**src/rtl/ram_stream_reader.sv**
```systemverilog
// Streams a burst of words from a fixed-latency RAM into a valid/ready output.
// A small credit-checked FIFO absorbs the RAM latency and downstream stalls.
module ram_stream_reader #(
  parameter int DW         = 272,
  parameter int AW         = 8,
  parameter int RD_LAT     = 3,
  parameter int FIFO_DEPTH = RD_LAT + 2
) (
  input  logic          clk,
  input  logic          rstn,
  input  logic          start,
  input  logic [AW-1:0] base_addr,
  input  logic [AW:0]   len,
  output logic          busy,
  output logic          done,
  output logic [AW-1:0] ram_addrb,
  input  logic [DW-1:0] ram_doutb,
  output logic [DW-1:0] m_data,
  output logic          m_valid,
  input  logic          m_ready
);

  localparam int PW = (FIFO_DEPTH > 1) ? $clog2(FIFO_DEPTH) : 1;
  localparam int CW = $clog2(FIFO_DEPTH + 1);
  localparam int IW = $clog2(RD_LAT + 1);
  localparam int SW = $clog2(FIFO_DEPTH + RD_LAT + 1);

  typedef enum logic [1:0] {
    S_IDLE,
    S_READ,
    S_DRAIN,
    S_DONE
  } state_e;

  state_e          state_q, state_d;
  logic [AW-1:0]   addr_q, addr_d;
  logic [AW:0]     rem_q, rem_d;
  logic [RD_LAT-1:0] tag_q, tag_d;
  logic [CW-1:0]   cnt_q, cnt_d;
  logic [PW-1:0]   wptr_q, wptr_d;
  logic [PW-1:0]   rptr_q, rptr_d;
  logic [DW-1:0]   fifo_q [FIFO_DEPTH];

  logic            issue;
  logic            wr;
  logic            pop;
  logic            credit;
  logic [IW-1:0]   inflight;
  logic [IW-1:0]   inflight_d;
  logic [RD_LAT:0] tag_sh;

  assign ram_addrb = addr_q;
  assign m_valid   = (cnt_q != '0);
  assign m_data    = fifo_q[rptr_q];
  assign wr        = tag_q[RD_LAT-1];
  assign pop       = m_valid && m_ready;

  always_comb begin
    inflight = '0;
    for (int i = 0; i < RD_LAT; i++) begin
      inflight = inflight + IW'(tag_q[i]);
    end
  end

  // Every tagged read already owns a FIFO slot, so writes never overflow.
  assign credit = (SW'(cnt_q) + SW'(inflight)) < SW'(FIFO_DEPTH);

  always_comb begin
    issue = 1'b0;
    if (state_q == S_READ && rem_q != '0 && credit) begin
      issue = 1'b1;
    end
  end

  always_comb begin
    tag_sh = {tag_q, issue};
    tag_d  = tag_sh[RD_LAT-1:0];
    inflight_d = '0;
    for (int i = 0; i < RD_LAT; i++) begin
      inflight_d = inflight_d + IW'(tag_d[i]);
    end
  end

  always_comb begin
    cnt_d  = cnt_q;
    wptr_d = wptr_q;
    rptr_d = rptr_q;
    unique case (1'b1)
      (wr && !pop): cnt_d = cnt_q + CW'(1);
      (pop && !wr): cnt_d = cnt_q - CW'(1);
      default:      cnt_d = cnt_q;
    endcase
    if (wr) begin
      wptr_d = (wptr_q == PW'(FIFO_DEPTH - 1)) ? '0 : wptr_q + PW'(1);
    end
    if (pop) begin
      rptr_d = (rptr_q == PW'(FIFO_DEPTH - 1)) ? '0 : rptr_q + PW'(1);
    end
  end

  always_comb begin
    state_d = state_q;
    addr_d  = addr_q;
    rem_d   = rem_q;
    busy    = 1'b0;
    done    = 1'b0;
    unique case (state_q)
      S_IDLE: begin
        if (start) begin
          if (len != '0) begin
            state_d = S_READ;
            addr_d  = base_addr;
            rem_d   = len;
          end else begin
            state_d = S_DONE;
          end
        end
      end
      S_READ: begin
        busy = 1'b1;
        if (issue) begin
          addr_d = addr_q + AW'(1);
          rem_d  = rem_q - (AW+1)'(1);
          if (rem_q == (AW+1)'(1)) begin
            state_d = S_DRAIN;
          end
        end
      end
      S_DRAIN: begin
        busy = 1'b1;
        // Leave as the final word is accepted so done follows it directly.
        if (inflight_d == '0 && cnt_d == '0) begin
          state_d = S_DONE;
        end
      end
      S_DONE: begin
        done    = 1'b1;
        state_d = S_IDLE;
      end
      default: state_d = S_IDLE;
    endcase
  end

  always_ff @(posedge clk or negedge rstn) begin
    if (!rstn) begin
      state_q <= S_IDLE;
      addr_q  <= '0;
      rem_q   <= '0;
      tag_q   <= '0;
      cnt_q   <= '0;
      wptr_q  <= '0;
      rptr_q  <= '0;
    end else begin
      state_q <= state_d;
      addr_q  <= addr_d;
      rem_q   <= rem_d;
      tag_q   <= tag_d;
      cnt_q   <= cnt_d;
      wptr_q  <= wptr_d;
      rptr_q  <= rptr_d;
    end
  end

  always_ff @(posedge clk) begin
    if (wr) begin
      fifo_q[wptr_q] <= ram_doutb;
    end
  end

endmodule
```
**config.mk**
```make
export PLATFORM = sky130hd
export DESIGN_NAME = ram_stream_reader
export DESIGN_NICKNAME = d
export VERILOG_FILES = /design/src/rtl/ram_stream_reader.sv
export SDC_FILE = /design/constraint.sdc
export NUM_CORES = 1
export LEC_CHECK = 0
export BUFFER_PORTS_ARGS = -buffer_cell sky130_fd_sc_hd__buf_4
export CORE_ASPECT_RATIO = 2
export CORE_MARGIN = 10
export CORE_UTILIZATION = 41
export CTS_BUF_LIST = sky130_fd_sc_hd__clkbuf_16
export DETAILED_ROUTE_END_ITERATION = 10
export PLACE_DENSITY = 0.66
export SETUP_SLACK_MARGIN = 0.5
export SYNTH_ARGS = -nofsm -noshare
export SYNTH_HDL_FRONTEND = slang
export SYNTH_SLANG_ARGS = --single-unit
```
**constraint.sdc**
```tcl
create_clock -name clk -period 68.5 [get_ports clk]
set_input_delay 6.85 -clock clk [delete_from_list [all_inputs] [get_ports clk]]
set_output_delay 6.85 -clock clk [all_outputs]
set_load 0.01 [all_outputs]
```
==> out/qor.csv, run 1 <==
metric,value,unit
"Arr. time, crit path",4120,ps
routability cong.,0.8153,
die area,0.1437,mm2
CTS hold repair buffers,0,
final non-filler cell area,0.06285,mm2
VDD IR max,0.00003226,V
worst rel slew slack,0.2864,
f_max,91.16,MHz
Tcrit/Tclk final,0.1601,
WL final,117800,um
CP endpoint kind,output port,
worst hold path cell count,0,
clk slew on worst S/H paths,70,ps
Max Cap Viol,0,
post-synth top area share,0.7775,
worst reg2reg path startpoint,cnt_q[0],
yosys warns,0,
Simple-Gate Fraction of Synth Area,0.008480,
first-pass GRT wire length,176600,um
area delta synth->final,19.65,%
Synth top cells by count,"edfxtp_1, mux2_2, mux4_2",
Synth Instances,2237,
CP Class,flop to output port,
Filler Cells Inserted,10130,
Num CTS Buffers,115,
Tmin final,10970,ps
initial antenna violation count,23,
dpl hpwl,74850,um
DR vias,24520,
Slew Limit Fails,0,
clk buf depth,3,
Synth Cell Area,0.05252,mm2
final setup TNS,0,ps
drc violations,0,
Final nets,3178,
Post-CTS Setup Inserts,0,
port bufs,575,
root buf cell,clkbuf_16,
htree depth,3,
total track usage,0.1621,
Num Clock Sinks,1391,
layout cells sized above 1,0.4539,
min-delay worst type,flop to flop,
Least-Margin Pin Slew,1070,ps
"count leader, synth",edfxtp_1,
Max Clock Skew,28.61,ps
vias in the first global route,26680,
area share of fa/ha/maj cells after synthesis,0.005098,
run status,"complete, no violations",
net count after synthesis,2549,
Seq cells post-synth,1391,
Mean Syn Cell Area,23.48,um2
HP Start,tag_q[1],
PwrDens,41.49,mW/mm2
CTS tree,yes,
routed len/inst,25.33,um
total power,0.002607,W
dominant cell type by area after synthesis,edfxtp_1,
site row count,185,
compound-cell area share of the yosys netlist,0.008361,
die extent in x,273.1,um
Synth Flop Type,edfxtp_1,
clk_lat worst skew,720,ps
Post-Place Cell Area,0.05889,mm2
Final Hold Vio Count,0,
first drt pass iteration count,5,
Non-Filler Instances,4652,
sequential fraction of the synthesis area,0.7923,
"antenna viol nets, final",0,
I/O pin cnt,576,
post-synthesis async set-or-reset flop share,0.02229,
# setup viols final,0,
R2R depth,13,
ranking of synthesized cells by area,"edfxtp_1, mux4_2, mux2_2",
first-iteration detailed-routing DRC count,1853,
core area,0.1271,mm2
Post-synth EDFFs,1360,
CP Launch Point,rptr_q[0],
initial core utilization,0.4133,
# placed instances,4432,
Netlist cell types,46,
leakage power,20.84,nW
RSZ-0062 raised after global routing,false,
post-synthesis mux area share,0.1759,
pin count of the biggest net entering global routing,117,
Die H,526.2,um
XOR/XNOR Fraction of Synth Area,0.0005003,
Critical Path Start Type,flop,
Max Fanout on Critical Path,35,
total gr overflow,0,
largest family of logic cells by synthesized area,multiplexers,
Resized cells post-CTS,0,
DR vias/cell,5.272,
WP data required,61650,ps
-- flip-flops by register name, indices dropped and copies added (netlist names) --
| name | flops |
|---|---|
| tag_q | 3 |
| state_q | 2 |
| rptr_q | 3 |
| rem_q | 9 |
| wptr_q | 3 |
| cnt_q | 3 |
| ram_addrb | 8 |
| fifo_q | 1360 |
-- power by group --
group,switching (W),internal [W]
clock network,0.000297,0.000380
registers,0.0000441,0.00105
logic,0.000422,0.000419
total,0.000763,0.00184
-- through the flow --
step	utilization	hold slack (ps)	setup WS (ps)
after global placement	0.4634	419.9	58110
after detailed placement	0.4634	434.8	58090
after global routing	0.4945	473.5	57120
after floorplan	-	404.9	46910
after CTS	0.4944	456.4	57270
final	0.4946	453.0	57530
-- per-layer routing --
metal	share of wire	vias to the layer above	track usage
met5	0.0020	-	0
met4	0.025	30	0.05016
met3	0.083	187	0.05257
met2	0.52	832	0.2772
met1	0.37	12860	0.1916
li1	-	10620	-
-- final timing paths --
check / end / slack (ps)
worst min-delay path: tag_q[2] / 450
min in group asynchronous: ram_addrb[7] / 6070
worst max-delay path: m_data[185] / 57530
worst max register to register: state_q[1] / 64580
worst min register to register: tag_q[2] / 450
max in group asynchronous: rptr_q[1] / 62060
-- cells in the final DEF (no fill, tap or decap), types with 3 or more instances in the layout --
| cell | count |
|---|---|
| mux2i_1 | 5 |
| nand2b_1 | 5 |
| diode_2 | 8 |
| buf_12 | 3 |
| or3_1 | 3 |
| a22o_1 | 5 |
| clkinvlp_4 | 9 |
| inv_1 | 34 |
| o21ai_0 | 23 |
| buf_4 | 610 |
| nor3_1 | 9 |
| nor2_1 | 9 |
| o22ai_1 | 7 |
| mux2_2 | 272 |
| nand4_1 | 5 |
| clkinv_1 | 23 |
| clkinv_2 | 20 |
| dfrtp_4 | 3 |
| dfrtp_1 | 28 |
| clkbuf_16 | 117 |
| a21o_1 | 7 |
| mux4_2 | 272 |
| fa_1 | 4 |
| nand2_1 | 29 |
| edfxtp_1 | 1360 |
| bufinv_16 | 18 |
| ha_1 | 15 |
| a21oi_1 | 13 |
| nand3_1 | 10 |
| inv_16 | 3 |
-- kinds of logic after synthesis --
family,count (synthesis)
compound gates,66
mux,549
flops,1391
fa+ha+maj,19
xor+xnor,3
simple gates,89
buf+inv,120
-- area by class of cell --
| cell class | instances | area [um2] | area share |
|---|---|---|---|
| diodes | 8 | 20.02 | 0.0003185 |
| clock buffers | 117 | 2928 | 0.04659 |
| clock inverters | 95 | 1008 | 0.01605 |
| inverters | 19 | 71.32 | 0.001135 |
| multi-input cells | 726 | 10450 | 0.1662 |
| flip-flops and latches | 1391 | 41630 | 0.6623 |
| well taps | 1683 | 2106 | 0.03351 |
| repair buffers | 613 | 4639 | 0.07382 |
-- worst max-delay path, cell delays in order (launching register included) --
cell and delay, ps:
dfrtp_4 920, buf_4 680, buf_4 700, mux4_2 610, mux2_2 280, buf_4 150
Power figures use the tool's default switching activity.
==> inputs of run 2 (changes only) <==
- ABC_AREA: default -> 1
- PLACE_DENSITY: 0.66 -> 0.68
- clock period: 68.5 -> 9.5 ns (I/O delays scaled with it)
==> run 2 against run 1 <==
  * Clock-buffer cell count fell by 2
  * Clock power increased to 6.8 times the previous value
  * Via count is 37% higher
  * Critical endpoint is now m_data[94]
  * Non-clock buffer count shrank 3
  * Utilization fell by 0.78 points
  * Register-to-register slack worse by 59000 ps
  * Hold slack lost 260 ps
  * Die area is 2.0% higher
  * Critical path depth increased by 2
  * Worst setup slack worse by 53000 ps
  * Total power grew to 7.4 times the previous value
  * Wire length up 14%
==> out/qor.csv, run 2 <==
metric,value,unit,change
Synth Cell Area,0.05366,mm2,+2.2%
R2R depth,19,,+6
CTS hold repair buffers,0,,unchanged
Num Clock Sinks,1391,,unchanged
fin util,0.4867,,-0.007803
Max Clock Skew,61.05,ps,+32.44 ps
worst reg2reg path startpoint,tag_q[0],,
initial antenna violation count,17,,-26%
CP endpoint kind,output port,,
initial core utilization,0.4132,,about the same
core area,0.1299,mm2,+2.2%
Mean Syn Cell Area,13.11,um2,-44%
root buf cell,clkbuf_16,,
VDD IR max,0.0002856,V,+790%
Seq cells post-synth,1391,,unchanged
Tcrit/Tclk final,0.5482,,
Synth top cells by count,"nor2_1, edfxtp_1, o21ai_0",,
final setup TNS,0,ps,unchanged
final non-filler cell area,0.06321,mm2,+0.57%
clk_lat worst skew,730,ps,about the same
first drt pass iteration count,7,,+2
"Arr. time, crit path",4260,ps,+140 ps
htree depth,3,,unchanged
total power,0.01935,W,+640%
clk slew on worst S/H paths,70,ps,about the same
PwrDens,306.1,mW/mm2,+640%
dpl hpwl,78270,um,+4.6%
Final Hold Vio Count,0,,unchanged
Post-synth EDFFs,1360,,unchanged
Die H,531.6,um,+1.0%
routability cong.,0.8029,,-1.5%
ranking of synthesized cells by area,"edfxtp_1, nor2_1, o21ai_0",,
Critical Path Start Type,flop,,
Tmin final,5208,ps,
Post-CTS Setup Inserts,0,,unchanged
"commonest non-fill, non-tap cells in the layout","nor2_1, edfxtp_1, buf_4, o21ai_0, a31oi_1",,
pin count of the biggest net entering global routing,216,,+85%
"Most flops, register",fifo_q,,
max FFs per register,1360,,unchanged
total track usage,0.1780,,+0.01587
Post-Place Cell Area,0.05949,mm2,+1.0%
Synth Flop Type,edfxtp_1,,
first-iteration detailed-routing DRC count,2394,,+29%
layout cells sized above 1,0.1705,,-0.2834
total gr overflow,0,,unchanged
WP data required,8550,ps,-53100 ps
Slew Limit Fails,0,,unchanged
die extent in x,275.8,um,+1.0%
Filler Cells Inserted,11100,,+9.6%
dominant cell type by area after synthesis,edfxtp_1,,
FF-to-FF setup slack,5690,ps,-58890 ps
I/O pin cnt,576,,unchanged
Num CTS Buffers,115,,unchanged
sequential fraction of the synthesis area,0.7755,,-0.01681
"most common cell after layout, fill and taps aside",nor2_1,,
routed len/inst,21.15,um,-17%
min-delay worst type,input port to async pin,,
CTS tree,yes,,
DR vias/cell,5.271,,about the same
WL final,134800,um,+14%
post-synth top area share,0.7610,,-0.01650
Least-Margin Pin Slew,1166,ps,+95.91 ps
post-synthesis async set-or-reset flop share,0.02229,,unchanged
net count after synthesis,4404,,+73%
Critical Path Sink,m_data[94],,
Max Fanout on Critical Path,176,,+400%
worst rel slew slack,0.2225,,-0.06394
r2r endpoint,state_q[1],,
Netlist cell types,32,,-30%
run status,"complete, no violations",,
Max Cap Viol,0,,unchanged
leakage power,21.89,nW,+5.0%
yosys warns,0,,unchanged
area delta synth->final,17.79,%,
# setup viols final,0,,unchanged
Final nets,4882,,+54%
drc violations,0,,unchanged
die area,0.1466,mm2,+2.0%
CP Class,flop to output port,,
"antenna viol nets, final",0,,unchanged
clk buf depth,3,,unchanged
Resized cells post-CTS,0,,unchanged
site row count,187,,+1.1%
first-pass GRT wire length,202100,um,+14%
port bufs,575,,unchanged
f_max,192.0,MHz,
DR vias,33590,,+37%
"count leader, synth",nor2_1,,
RSZ-0062 raised after global routing,false,,
CP Launch Point,rptr_q[0],,
vias in the first global route,32890,,+23%
Synth Instances,4092,,+83%
## run 2: cell count changes in the layout (fill, tap and decap cells not counted), moves of 77 or more
cell	previous run	this run
mux2_2	272	0
mux4_2	272	0
a31oi_1	1	273
o21ai_0	23	560
nor2_1	9	1383
nand2_1	29	106
## run 2: routing by layer
layer,share of wire,vias to the layer above,GRT usage
met5,0.0010,-,0
li1,-,15630,-
met4,0.020,18,0.05163
met2,0.51,1130,0.3069
met1,0.38,16640,0.2124
met3,0.090,171,0.05134
## run 2: cell type report
| class | instances | area [um2] | area share |
|---|---|---|---|
| inverter | 42 | 180.2 | 0.002851 |
| multi-input combinational | 2410 | 10820 | 0.1711 |
| timing repair buffer | 610 | 4742 | 0.07502 |
| tap | 1701 | 2128 | 0.03367 |
| sequential | 1391 | 41620 | 0.6585 |
| antenna | 9 | 22.52 | 0.0003563 |
| clock inverter | 95 | 818.3 | 0.01295 |
| clock buffer | 115 | 2878 | 0.04553 |
## run 2: report_power, final
group          switching [W]  total (W)  internal [W]
Combinational        0.00465    0.00705       0.00241
Clock                0.00212    0.00458       0.00246
Sequential          0.000245    0.00771       0.00747
Total                0.00701     0.0193        0.0123
## run 2: worst min path at each step
stage                         from         to  slack, ps
after floorplan           tag_q[1]   tag_q[2]        400
after global placement    tag_q[1]   tag_q[2]        420
after detailed placement  tag_q[1]   tag_q[2]        430
after CTS                     rstn  wptr_q[2]        110
after global routing          rstn  wptr_q[0]        160
final                         rstn  wptr_q[2]        190
## run 2: logic make-up (layout without fill, tap and decap cells)
group / after synthesis / after routing / synth area share
buffers and inverters: 291 / 862 / 0.02374
XOR/XNOR: 4 / 4 / 0.0006530
other: 0 / 9 / 0
adder cells (fa/ha/maj): 19 / 19 / 0.004990
AND/OR/NAND/NOR: 1543 / 1543 / 0.1097
flip-flops: 1391 / 1391 / 0.7755
AO/OA/AOI/OAI: 844 / 844 / 0.08538
## run 2: per-stage QoR
step                std cells  worst slack [ps]  hold WS, ps
CTS                      6364              4340        108.8
floorplan                4092             -3368        404.9
finish                   6373              4292        189.3
detailed placement       6154              5131        428.1
global route             6372              4131        155.2
global placement         6154              5137        418.4
## run 2: worst max-delay path, cell delays in order (launching register included)
cell and delay [ps]:
dfrtp_4 920, buf_4 690, buf_12 490, nor2_1 120, nor2_1 120, o21ai_0 100, a31oi_1 420, buf_4 200
==> inputs of run 3 (changes only) <==
- clock period: 9.5 -> 4.5 ns (I/O delays scaled with it)
==> run 3 against run 2 <==
  * Hold slack got worse by 110 ps
  * Worst setup slack got worse by 3500 ps
  * First-iteration DRC count increased by 9.9%
  * Register-to-register slack got worse by 4800 ps
  * Clock skew decreased by 21 ps
  * Die area unchanged
  * Sequential cell count unchanged
  * Critical endpoint is now m_data[247]
  * Largest cell class unchanged
  * Largest power group unchanged
==> out/qor.csv, run 3 (same netlist as run 2, synthesis figures left out) <==
metric,value,unit,change
core area,0.1299,mm2,unchanged
WP data required,4050,ps,-4500 ps
final non-filler cell area,0.06662,mm2,+5.4%
clk_lat worst skew,730,ps,about the same
"most common cell after layout, fill and taps aside",nor2_1,,
VDD IR max,0.0005123,V,+79%
CP Class,flop to output port,,
pin count of the biggest net entering global routing,162,,-25%
Critical Path Start Type,flop,,
die extent in x,275.8,um,unchanged
DR vias,34840,,+3.7%
final setup TNS,0,ps,unchanged
Max Clock Skew,40.13,ps,-20.92 ps
RSZ-0062 raised after global routing,false,,
worst rel slew slack,0.2598,,+0.03736
Post-Place Cell Area,0.06002,mm2,+0.90%
routability cong.,0.8020,,-0.11%
die area,0.1466,mm2,unchanged
Final Hold Vio Count,0,,unchanged
"antenna viol nets, final",0,,unchanged
drc violations,0,,unchanged
"Slowest-stage cell, CP",buf_4,,
"Most flops, register",fifo_q,,
layout cells sized above 1,0.1700,,-0.0004750
Final nets,5190,,+6.3%
WL final,138800,um,+3.0%
vias in the first global route,34860,,+6.0%
DR vias/cell,5.210,,-1.2%
routed wl met2,71610,um,+4.4%
first drt pass iteration count,5,,-2
"Arr. time, crit path",3270,ps,-990 ps
crit-path max cell delay,910,ps,about the same
first-pass GRT wire length,207800,um,+2.8%
fin util,0.5130,,+0.02629
"commonest non-fill, non-tap cells in the layout","nor2_1, edfxtp_1, buf_4, o21ai_0",,
clk buf depth,3,,unchanged
number of cells on the critical path,6,,-1
area of the multi-input gates,0.01083,mm2,about the same
port bufs,575,,unchanged
first-iteration detailed-routing DRC count,2631,,+9.9%
Slew Limit Fails,0,,unchanged
Tcrit/Tclk final,0.8258,,
Critical path buffers and inverters,2,,-1
Post-CTS Setup Inserts,0,,unchanged
Max Fanout on Critical Path,97,,-45%
htree depth,3,,unchanged
CTS tree,yes,,
dpl hpwl,82570,um,+5.5%
register area,0.04162,mm2,unchanged
Filler Cells Inserted,10640,,-4.2%
routed len/inst,20.76,um,-1.9%
routed metal-1 wirelength,52630,um,+2.6%
Least-Margin Pin Slew,1110,ps,-56.03 ps
max FFs per register,1360,,unchanged
Num CTS Buffers,115,,unchanged
area delta synth->final,24.15,%,
R2R depth,19,,unchanged
routed length on met3,10710,um,-11%
min-delay worst type,input port to flop,,
clk slew on worst S/H paths,60,ps,about the same
leakage power,23.30,nW,+6.5%
total gr overflow,0,,unchanged
Max Cap Viol,0,,unchanged
DR top layer,met5,,
Hold Slack,84.19,ps,-105.1 ps
Die H,531.6,um,unchanged
initial core utilization,0.4132,,unchanged
run status,"complete, no violations",,
pre-CTS WS,891.0,ps,-4240 ps
worst hold path cell count,5,,
PwrDens,628.8,mW/mm2,+110%
CP endpoint kind,output port,,
setup ws final,784.0,ps,-3508 ps
critical-path cell list,buf_4 -> nor2_1 -> nor2_1 -> o21ai_0 -> a31oi_1 -> buf_4,,
f_max,269.1,MHz,
total track usage,0.1832,,+0.005175
I/O pin cnt,576,,unchanged
# setup viols final,0,,unchanged
Num Clock Sinks,1391,,unchanged
CP top delay family,buffers and inverters,,
initial antenna violation count,18,,+1
Tmin final,3716,ps,
root buf cell,clkbuf_16,,
site row count,187,,unchanged
run 3: changes by cell type in the layout (fill, tap and decap cells not counted), sizes merged:
cell and change:
clkinvlp +7, diode +1, buf +35, bufinv +4, dlygate4sd3 +273, clkbuf +1, clkinv +7, inv -14
run 3: worst min-delay path, stage by stage:
cell and delay (ps):
buf_4 80, nand2_1 40, nand2_1 50, nand3_1 70, nand2_1 60
run 3: layout make-up:
class	instances	share of cell area
well taps	1701	0.03195
diodes	10	0.0003756
multi-input cells	2410	0.1625
repair buffers	918	0.1201
inverters	42	0.002704
clock buffers	116	0.04357
clock inverters	99	0.01405
flip-flops and latches	1391	0.6248
run 3: layer usage:
metal,vias up,GRT usage
li1,16260,-
met1,17120,0.2165
met2,1205,0.3212
met3,232,0.04231
met4,22,0.06272
met5,-,0
run 3: report_power, final:
group	switching, W	leakage, nW	internal, W
Combinational	0.0101	8.72	0.00552
Sequential	0.000471	12.7	0.0157
Clock	0.00454	1.90	0.00548
Total	0.0151	23.3	0.0267
run 3: per-stage QoR:
stage               cells  power [W]
floorplan            4092    0.02512
global placement     6189    0.03184
detailed placement   6189    0.03212
CTS                  6677    0.04237
global route         6684    0.04428
finish               6687    0.04189
run 3: path summary, 6_finish.rpt:
path                         startpoint            to  slack, ps
min                        base_addr[1]  ram_addrb[1]         80
max reg2reg                    tag_q[0]    state_q[0]        870
min in group asynchronous          rstn      rem_q[2]        220
max in group asynchronous          rstn     rptr_q[1]       3900
max                           rptr_q[0]   m_data[247]        780
min reg2reg                    tag_q[1]      tag_q[2]        450
run 3: timing repair:
action                                 4_1_cts  5_1_grt
hold buffers                               273        0
gates resized for setup                      0        0
endpoints found under the hold margin     1391        0
